`src/rtl/iris_pkg.sv`:
```
// Shared definitions for the circular iris screen-transition controller.
// Holds the FSM state encoding and the RGB AND-mask constants used by
// iris_transition_ctrl and iris_mask_pipe.
package iris_pkg;

    // FSM states kept as plain 2-bit constants so older blocks can reuse them
    typedef logic [1:0] iris_state_t;

    localparam iris_state_t OPEN    = 2'd0;
    localparam iris_state_t CLOSING = 2'd1;
    localparam iris_state_t DARK    = 2'd2;
    localparam iris_state_t OPENING = 2'd3;

    // RGB AND-masks: fully lit, fully dark, and the half-bright soft edge
    localparam logic [11:0] MASK_ON   = 12'hFFF;
    localparam logic [11:0] MASK_OFF  = 12'h000;
    localparam logic [11:0] MASK_HALF = 12'h777;

endpackage

```
`src/rtl/iris_mask_pipe.sv`:
```
// Two-stage distance/compare pipeline that turns a pixel address into an
// RGB AND-mask for the iris. Stage 1 registers the absolute offsets from the
// iris centre together with the radius and the "fully open" flag; stage 2
// registers the mask itself, so the mask trails the address by two clocks.
// Optional feature: define IRIS_SOFT_EDGE_EN to add a half-bright ring of
// EDGE_W pixels just outside the circle (adds one more squarer).
module iris_mask_pipe
    import iris_pkg::*;
#(
    parameter int RW = 10
`ifdef IRIS_SOFT_EDGE_EN
    , parameter int EDGE_W = 4
`endif
) (
    input  logic          clk,
    input  logic          rstn,
    input  logic [9:0]    cx,
    input  logic [8:0]    cy,
    input  logic [9:0]    col_addr,
    input  logic [8:0]    row_addr,
    input  logic [RW-1:0] radius,
    input  logic          open_flag,
    output logic [11:0]   mask
);

    // Wide enough for dx^2+dy^2 (21 bits) and for the squared radius plus ring
    localparam int CW = (2 * RW + 4 > 22) ? 2 * RW + 4 : 22;

    logic [9:0]    dx_d;
    logic [8:0]    dy_d;
    logic [9:0]    dx_q;
    logic [8:0]    dy_q;
    logic [RW-1:0] r_q;
    logic          open_q;
    logic [CW-1:0] dist2;
    logic [CW-1:0] r2;
    logic [11:0]   mask_d;
`ifdef IRIS_SOFT_EDGE_EN
    logic [CW-1:0] r_outer;
    logic [CW-1:0] r_outer2;
`endif

    // Unsigned absolute offsets from the centre; subtract the smaller from the larger so nothing wraps
    always_comb begin
        dx_d = (col_addr >= cx) ? (col_addr - cx) : (cx - col_addr);
        dy_d = (row_addr >= cy) ? (row_addr - cy) : (cy - row_addr);
    end

    // Stage 1: capture offsets, the radius of this cycle and whether the iris is fully open
    always_ff @(posedge clk or negedge rstn) begin
        if (!rstn) begin
            dx_q   <= '0;
            dy_q   <= '0;
            r_q    <= '0;
            open_q <= 1'b0;
        end else begin
            dx_q   <= dx_d;
            dy_q   <= dy_d;
            r_q    <= radius;
            open_q <= open_flag;
        end
    end

    // Squared distance against squared radius; equality counts as inside so radius 0 lights the centre pixel
    always_comb begin
        dist2 = CW'(dx_q) * CW'(dx_q) + CW'(dy_q) * CW'(dy_q);
        r2    = CW'(r_q) * CW'(r_q);
`ifdef IRIS_SOFT_EDGE_EN
        r_outer  = CW'(r_q) + CW'(EDGE_W);
        r_outer2 = r_outer * r_outer;
`endif
        mask_d = MASK_OFF;
        if (open_q || (dist2 <= r2)) begin
            mask_d = MASK_ON;
`ifdef IRIS_SOFT_EDGE_EN
        end else if ((r_q != '0) && (dist2 <= r_outer2)) begin
            mask_d = MASK_HALF;
`endif
        end
    end

    // Stage 2: registered mask output
    always_ff @(posedge clk or negedge rstn) begin
        if (!rstn) begin
            mask <= MASK_OFF;
        end else begin
            mask <= mask_d;
        end
    end

endmodule

```
`src/rtl/iris_transition_ctrl.sv`:
```
// Circular iris screen-transition controller sitting between the game logic
// and the VGA pixel path. It shrinks a circle around (cx,cy) to black, holds
// the screen dark while pulsing the game reset, then reopens the circle.
// A close request while reopening reverses the iris from its current radius.
// The per-pixel mask is produced by iris_mask_pipe with a two-clock latency.
// Optional feature: define IRIS_SOFT_EDGE_EN for a half-bright EDGE_W ring.
module iris_transition_ctrl
    import iris_pkg::*;
#(
    parameter int  MAX_RADIUS  = 640,
    parameter int  STEP        = 1,
    parameter int  HOLD_FRAMES = 30,
    parameter int  RST_CYCLES  = 8,
    parameter int  EDGE_W      = 4,
    localparam int RW          = $clog2(MAX_RADIUS + 1)
) (
    input  logic          clk,
    input  logic          rstn,
    input  logic          frame_tick,
    input  logic          trig_close,
    input  logic [9:0]    cx,
    input  logic [8:0]    cy,
    input  logic [9:0]    col_addr,
    input  logic [8:0]    row_addr,
    output logic [11:0]   mask,
    output logic          game_rstn,
    output logic          busy,
    output logic          done,
    output logic [RW-1:0] radius
);

    localparam int HW = $clog2(HOLD_FRAMES + 1);
    localparam int CW = $clog2(RST_CYCLES + 1);

    localparam logic [RW-1:0] STEP_R    = RW'(STEP);
    localparam logic [RW-1:0] MAX_R     = RW'(MAX_RADIUS);
    localparam logic [HW-1:0] HOLD_LAST = HW'(HOLD_FRAMES - 1);
    localparam logic [CW-1:0] RST_LAST  = CW'(RST_CYCLES - 1);

    // Reject parameter sets the FSM cannot honour
    if ((STEP < 1) || (STEP > MAX_RADIUS)) begin : g_bad_step
        $error("iris_transition_ctrl: STEP must be within 1..MAX_RADIUS");
    end
    if (HOLD_FRAMES < 1) begin : g_bad_hold
        $error("iris_transition_ctrl: HOLD_FRAMES must be at least 1");
    end
    if (RST_CYCLES < 1) begin : g_bad_rst
        $error("iris_transition_ctrl: RST_CYCLES must be at least 1");
    end
    if (EDGE_W < 1) begin : g_bad_edge
        $error("iris_transition_ctrl: EDGE_W must be at least 1");
    end

    iris_state_t   state;
    logic [HW-1:0] hold_cnt;
    logic [CW-1:0] rst_cnt;
    logic [RW:0]   radius_up;
    logic          enter_dark;
    logic          is_open;

    // One extra bit on the growing radius so the clamp to MAX_RADIUS never sees a wrap
    always_comb begin
        radius_up  = {1'b0, radius} + {1'b0, STEP_R};
        enter_dark = (state == CLOSING) && frame_tick && (radius <= STEP_R);
        is_open    = (state == OPEN);
    end

    assign busy = !is_open;

    // Iris FSM: radius only moves on frame ticks, a close request while opening beats a coincident tick
    always_ff @(posedge clk or negedge rstn) begin
        if (!rstn) begin
            state    <= DARK;
            radius   <= '0;
            hold_cnt <= '0;
            done     <= 1'b0;
        end else begin
            done <= 1'b0;
            case (state)
                OPEN: begin
                    if (trig_close) begin
                        state <= CLOSING;
                    end
                end
                CLOSING: begin
                    if (frame_tick) begin
                        if (radius <= STEP_R) begin
                            radius   <= '0;
                            hold_cnt <= '0;
                            state    <= DARK;
                        end else begin
                            radius <= radius - STEP_R;
                        end
                    end
                end
                DARK: begin
                    if (frame_tick) begin
                        if (hold_cnt == HOLD_LAST) begin
                            hold_cnt <= '0;
                            state    <= OPENING;
                        end else begin
                            hold_cnt <= hold_cnt + HW'(1);
                        end
                    end
                end
                OPENING: begin
                    if (trig_close) begin
                        state <= CLOSING;
                    end else if (frame_tick) begin
                        if (radius_up >= {1'b0, MAX_R}) begin
                            radius <= MAX_R;
                            state  <= OPEN;
                            done   <= 1'b1;
                        end else begin
                            radius <= radius_up[RW-1:0];
                        end
                    end
                end
                default: begin
                    state <= DARK;
                end
            endcase
        end
    end

    // Game reset pulse: low for RST_CYCLES clocks from reset or from each entry into DARK
    always_ff @(posedge clk or negedge rstn) begin
        if (!rstn) begin
            rst_cnt   <= '0;
            game_rstn <= 1'b0;
        end else if (enter_dark) begin
            rst_cnt   <= '0;
            game_rstn <= 1'b0;
        end else if (!game_rstn) begin
            if (rst_cnt == RST_LAST) begin
                game_rstn <= 1'b1;
            end else begin
                rst_cnt <= rst_cnt + CW'(1);
            end
        end
    end

    iris_mask_pipe #(
        .RW(RW)
`ifdef IRIS_SOFT_EDGE_EN
        , .EDGE_W(EDGE_W)
`endif
    ) u_mask_pipe (
        .clk       (clk),
        .rstn      (rstn),
        .cx        (cx),
        .cy        (cy),
        .col_addr  (col_addr),
        .row_addr  (row_addr),
        .radius    (radius),
        .open_flag (is_open),
        .mask      (mask)
    );

endmodule
```
`config.mk`:
```
export PLATFORM = sky130hd
export DESIGN_NAME = iris_transition_ctrl
export DESIGN_NICKNAME = d
export VERILOG_FILES = /design/src/rtl/iris_pkg.sv /design/src/rtl/iris_mask_pipe.sv /design/src/rtl/iris_transition_ctrl.sv
export SDC_FILE = /design/constraint.sdc
export NUM_CORES = 1
export LEC_CHECK = 0
export BUFFER_PORTS_ARGS = -buffer_cell sky130_fd_sc_hd__buf_2
export CORE_AREA = 2 2 162 149
export DETAILED_ROUTE_END_ITERATION = 10
export DIE_AREA = 0 0 164 151
export PLACE_DENSITY = 0.72
export REMOVE_ABC_BUFFERS = 1
export SETUP_SLACK_MARGIN = 0.4
export SLEW_MARGIN = 20
export SYNTH_ARGS = -nofsm -noshare
export SYNTH_HDL_FRONTEND = slang
export SYNTH_SLANG_ARGS = --single-unit
```
`constraint.sdc`:
```
create_clock -name clk -period 12.02 [get_ports clk]
set_input_delay 0.601 -clock clk [delete_from_list [all_inputs] [get_ports clk]]
set_output_delay 0.601 -clock clk [all_outputs]
set_load 0.1 [all_outputs]
```
**After elaboration in Yosys (flattened, before gate mapping)**

Cells that the tools add are included.

- Bits in registers: 65
- Word-level logic and storage cells: 88

- Multiply operators: 3
- Equality and inequality tests: 16
- Muxes and demuxes: 33
- Reduce and logical (&&, ||, !) cells: 11
- $lt $le $gt $ge: 5
- $add $sub $neg: 9

Operator list:

| operator | count |
|---|---|
| 10-bit 2-to-1 mux | 6 |
| 10-bit by 10-bit multiplier with 20-bit output | 2 |
| 24-bit by 20-bit <= comparator with 1-bit output | 1 |
| 20-bit by 18-bit adder with 21-bit output | 1 |
| 5-bit 2-to-1 mux | 4 |
| 10-bit case mux with 2 select lines | 1 |
| 10-bit subtractor | 2 |
| 9-bit by 9-bit multiplier with 18-bit output | 1 |
| 9-bit subtractor | 2 |
| 2-bit 2-to-1 mux | 8 |
| 2-bit != test (second input constant) | 7 |
| 12-bit 2-to-1 mux | 1 |
| 4-bit 2-to-1 mux | 3 |
| 10-bit by 1-bit adder with 11-bit output (second input constant) | 1 |
| 11-bit by 10-bit >= comparator with 1-bit output (second input constant) | 1 |
| 10-bit >= comparator | 1 |
| 10-bit by 1-bit <= comparator with 1-bit output (second input constant) | 1 |
| 5-bit case mux with 2 select lines | 1 |
| 10-bit by 1-bit subtractor with 10-bit output (second input constant) | 1 |
| 9-bit >= comparator | 1 |
| 9-bit 2-to-1 mux | 1 |
| 2-bit case mux with 4 select lines | 1 |
| 4-bit AND reduction | 2 |
| 1-bit 2-to-1 mux | 7 |
| other kinds (15) | 20 |

**Depth between registers and ports, before layout**

- Depth in word-level cells: 6
- Mapped depth: 31
- Depth with buffers taken out: 30

**By module**

Synthesis repeated with hierarchy kept, for this count alone.

- Cell total of the unflattened synthesis: 1387
- Area, all modules: 12416.9 um^2

Modules (own cells, without submodules):

| module | instances | area an instance (um^2) | cells each |
|---|---|---|---|
| iris_mask_pipe | 1 | 10565.1 | 1174 |
| iris_transition_ctrl | 1 | 1851.8 | 213 |

**Worst setup path after synthesis**

Ideal clock, no wire load.

- Path kind: reg2reg
- From: register u_mask_pipe.dy_q[3]
- To: register u_mask_pipe.mask[10]
- Path buffers: 1
- Arrival: 6.372 ns
- Cell stages (with the launch flop): 25
- Period minus slack after synthesis: 6.483 ns
- Setup slack: 5.537 ns
- Required time: 11.910 ns
- Path through: dfrtp_1 -> clkbuf_1 -> nand2_1 -> fa_1 -> inv_1 -> fa_1 -> fa_1 -> fa_1 -> fa_1 -> inv_1 -> fa_1 -> inv_1 -> ha_1 -> a21oi_1 -> nand2_1 -> a21o_1 -> o21ai_0 -> a21oi_1 -> a311o_1 -> ha_1 -> a21o_1 -> a21o_1 -> a21oi_1 -> a22oi_1 -> o41ai_1

- Cells in the longest elaborated chain, start to end: 5

Ends and longest elaborated chain:

| item | line | source |
|---|---|---|
| start, declared | iris_mask_pipe.sv:32 | `logic [8:0] dy_q;` |
| start signal, assigned | iris_mask_pipe.sv:58 | `dy_q <= dy_d;` |
| 9-bit by 9-bit multiplier with 18-bit output | iris_mask_pipe.sv:66 | `dist2 = CW'(dx_q) * CW'(dx_q) + CW'(dy_q) * CW'(dy_q);` |
| 20-bit by 18-bit adder with 21-bit output | iris_mask_pipe.sv:66 |  |
| 24-bit by 20-bit <= comparator with 1-bit output | iris_mask_pipe.sv:73 | `if (open_q \|\| (dist2 <= r2)) begin` |
| 1-bit logical OR | iris_mask_pipe.sv:73 |  |
| 12-bit 2-to-1 mux | iris_mask_pipe.sv:73 |  |
| end signal, assigned | iris_mask_pipe.sv:87 | `mask <= mask_d;` |
| end, declared | iris_mask_pipe.sv:23 | `output logic [11:0] mask` |

No other way between the ends.
A chain may end at the register's enable or synchronous reset.

**Worst setup path in the final report**

- From: register u_mask_pipe.dy_q[2]
- To: register u_mask_pipe.mask[10]

The elaborated chain is that of the path after synthesis.

==> out/metrics.csv <==
metric;value;unit
wire per inst;13.9;microns
grt total ovfl;0;
n_diodes;0;
TNS Setup;0;ps
drt first pass iters;5;
largest cells by area after synthesis;fa_1, ha_1, dfrtp_1;
area of the multi-input gates;9780;sq um
violation count after the first detailed-route iteration;579;
Crit. End Element;register;
Data required, critical path;12220;ps
Max Slew Vio Count;0;
routability congestion estimate;0.894;
Worst slew margin;0.462;
# hold bufs at CTS;0;
Yosys reg bits;54;
Worst Clk Skew;5.97;ps
share of post-route cells with drive strength above 1;0.0687;
critical path class;reg2reg;
fillers;2057;
Die W;164;microns
TritonCTS clock tree;yes;
R2R cell count;24;
Synth async-reset ratio;1.00;
period utilisation layout;0.580;
post-cts resize count;0;
worst r2r dst;u_mask_pipe.mask[10];
DIE AREA;24800;sq um
worst-case clock buffer depth;2;
drt drc;0;
Post-DRT Antenna Nets;0;
clk sinks;54;
vias per inst;5.35;
largest net degree at the start of global routing;55;
clock latency at the later pin of the worst-skew pair;300;ps
Die Ht;151;microns
CTS Root Buffer Type;clkbuf_16;
Reg2Reg Launch Point;u_mask_pipe.dy_q[2];
Critical Path AT;7170;ps
Final min period;6970;ps
core area;23000;sq um
H-tree levels;2;
final WL;24600;microns
Clock Pin Slew Worst Setup and Hold Paths;80;ps
Max-cap violations;0;
postcts setup bufs;0;
crit path max fanout;13;
number of global-route vias before repair;9548;
library cells used by synthesis;73;
FMAX;144;MHz
Hold Fails Final Rpt;0;
count of final setup violators;0;
row cnt;53;
Starting Density;0.543;
DPL Wire Length;20900;microns
startpoint types;register;
first-pass GRT wire length;43700;microns
post-synth top area cell;fa_1;
Ports;67;
total track usage;0.215;
Port Buffers;66;
Post-Syn Area;12500;sq um
Post-synth EDFFs;0;
outcome;complete, no violations;
average cell area after synthesis;8.67;sq um
main flop type after synthesis;dfrtp_1;
Area Overhead vs Synth;5.22;%
top-area cell type share of the netlist area;0.263;
number of vias in the routed layout;9492;
Worst Max-Slew Pin Slew;802;ps
sequential-to-total area share from yosys stat;0.108;
register area;1350;sq um
RSZ-0062 raised after global routing;false;
warnings from Yosys;0;
R2R setup slack;5050;ps
initial antenna violation count;0;
post-synthesis cell count;1442;
TritonCTS Buffers;5;
worst min-delay path category;in2async;
fin nets;1860;
-- logic make-up after synthesis --
group	after synthesis	synth area share
flops	54	0.108
buf+inv	354	0.110
mux	18	0.0148
simple gates	368	0.153
fa+ha+maj	348	0.447
compound gates	243	0.128
xor+xnor	57	0.0399
-- critical path, stage by stage (launching register included) --
cell and delay, ps:
dfrtp_1 620, nand2_1 170, inv_1 150, fa_1 450, fa_1 480, ha_1 330, fa_1 530, inv_1 50
fa_1 520, fa_1 550, inv_1 70, fa_1 460, a21o_1 200, a21oi_1 270, o21ai_1 130, and2_1 210
a41oi_1 340, o31a_1 200, ha_1 260, o21a_1 190, o21ai_0 150, a31oi_1 60, a21oi_1 150, a22oi_1 90
o41ai_1 240
-- cell usage in the layout (no fill, tap or decap), drive strengths merged, types with 12 or more instances in the layout --
cell type / instances
mux2i: 14
buf: 67
nor2: 57
nor2b: 22
inv: 309
and2: 73
nand4: 12
xnor2: 34
a21o: 28
o21ai: 45
a21oi: 71
nand2b: 16
dfrtp: 53
nand2: 102
nand3: 20
and3: 12
ha: 184
a31oi: 14
xor2: 23
nor3: 16
fa: 164
-- stage by stage --
stage          cell area [sq um]  hold WS [ps]   util  setup WS, ps  std cells
6_report                   13200           426  0.572          5050       1773
4_1_cts                    13200           447  0.572          5080       1773
2_1_floorplan              12300           305      -          3990       1396
3_3_place_gp               13000           434  0.565          5240       1765
3_5_place_dp               13000           429  0.565          5090       1765
5_1_grt                    13200           469  0.572          4660       1773
-- cells in the mapped netlist (7+ instances only) --
| master | number |
|---|---|
| inv_1 | 308 |
| ha_1 | 184 |
| fa_1 | 164 |
| nand2_1 | 101 |
| and2_1 | 73 |
| a21oi_1 | 71 |
| nor2_1 | 55 |
| dfrtp_1 | 53 |
| o21ai_0 | 35 |
| xnor2_1 | 34 |
| clkbuf_1 | 33 |
| a21o_1 | 28 |
| xor2_1 | 23 |
| nor2b_1 | 22 |
| nand3_1 | 18 |
| nand2b_1 | 16 |
| nor3_1 | 16 |
| a31oi_1 | 14 |
| mux2i_1 | 14 |
| and3_1 | 12 |
| nand4_1 | 12 |
| buf_4 | 11 |
| o21ai_1 | 10 |
| a211oi_1 | 9 |
| or2_2 | 9 |
| nor4_1 | 7 |
| o211ai_1 | 7 |
-- sequential cells by signal, indices dropped and copies added (netlist names) --
register and count:
radius 10, u_mask_pipe.dx_q 10, u_mask_pipe.r_q 10, u_mask_pipe.dy_q 9
hold_cnt 5, rst_cnt 4, state 2, done 1
game_rstn 1, u_mask_pipe.mask 1, u_mask_pipe.open_q 1
-- how the worst max path moves through the flow --
| stage | depth (start not counted) | slack [ps] | endpoint | startpoint |
|---|---|---|---|---|
| 2_1_floorplan | 0 | 3990 | mask[0] | u_mask_pipe.mask[10] |
| 3_3_place_gp | 26 | 5240 | u_mask_pipe.mask[10] | u_mask_pipe.dy_q[2] |
| 3_5_place_dp | 26 | 5090 | u_mask_pipe.mask[10] | u_mask_pipe.dy_q[2] |
| 4_1_cts | 26 | 5080 | u_mask_pipe.mask[10] | u_mask_pipe.dy_q[2] |
| 5_1_grt | 24 | 4660 | u_mask_pipe.mask[10] | u_mask_pipe.dy_q[2] |
| 6_report | 24 | 5050 | u_mask_pipe.mask[10] | u_mask_pipe.dy_q[2] |
-- layout make-up --
cell class,instances,area share
repair buffers,67,0.0257
well taps,302,0.0287
flip-flops and latches,54,0.103
inverters,308,0.0879
clock buffers,5,0.00951
multi-input cells,1034,0.743
clock inverters,3,0.00219
-- per-layer routing --
| metal | vias up | wire length [microns] | track usage |
|---|---|---|---|
| met5 | - | 0 | 0 |
| met4 | 0 | 226 | 0.0351 |
| met3 | 18 | 901 | 0.0134 |
| met2 | 179 | 11600 | 0.355 |
| met1 | 4574 | 11900 | 0.317 |
| li1 | 4721 | - | - |
Power is left out: the tool's default activity adds up to more than one toggle a clock period on the data nets, which glitch-free logic cannot reach.
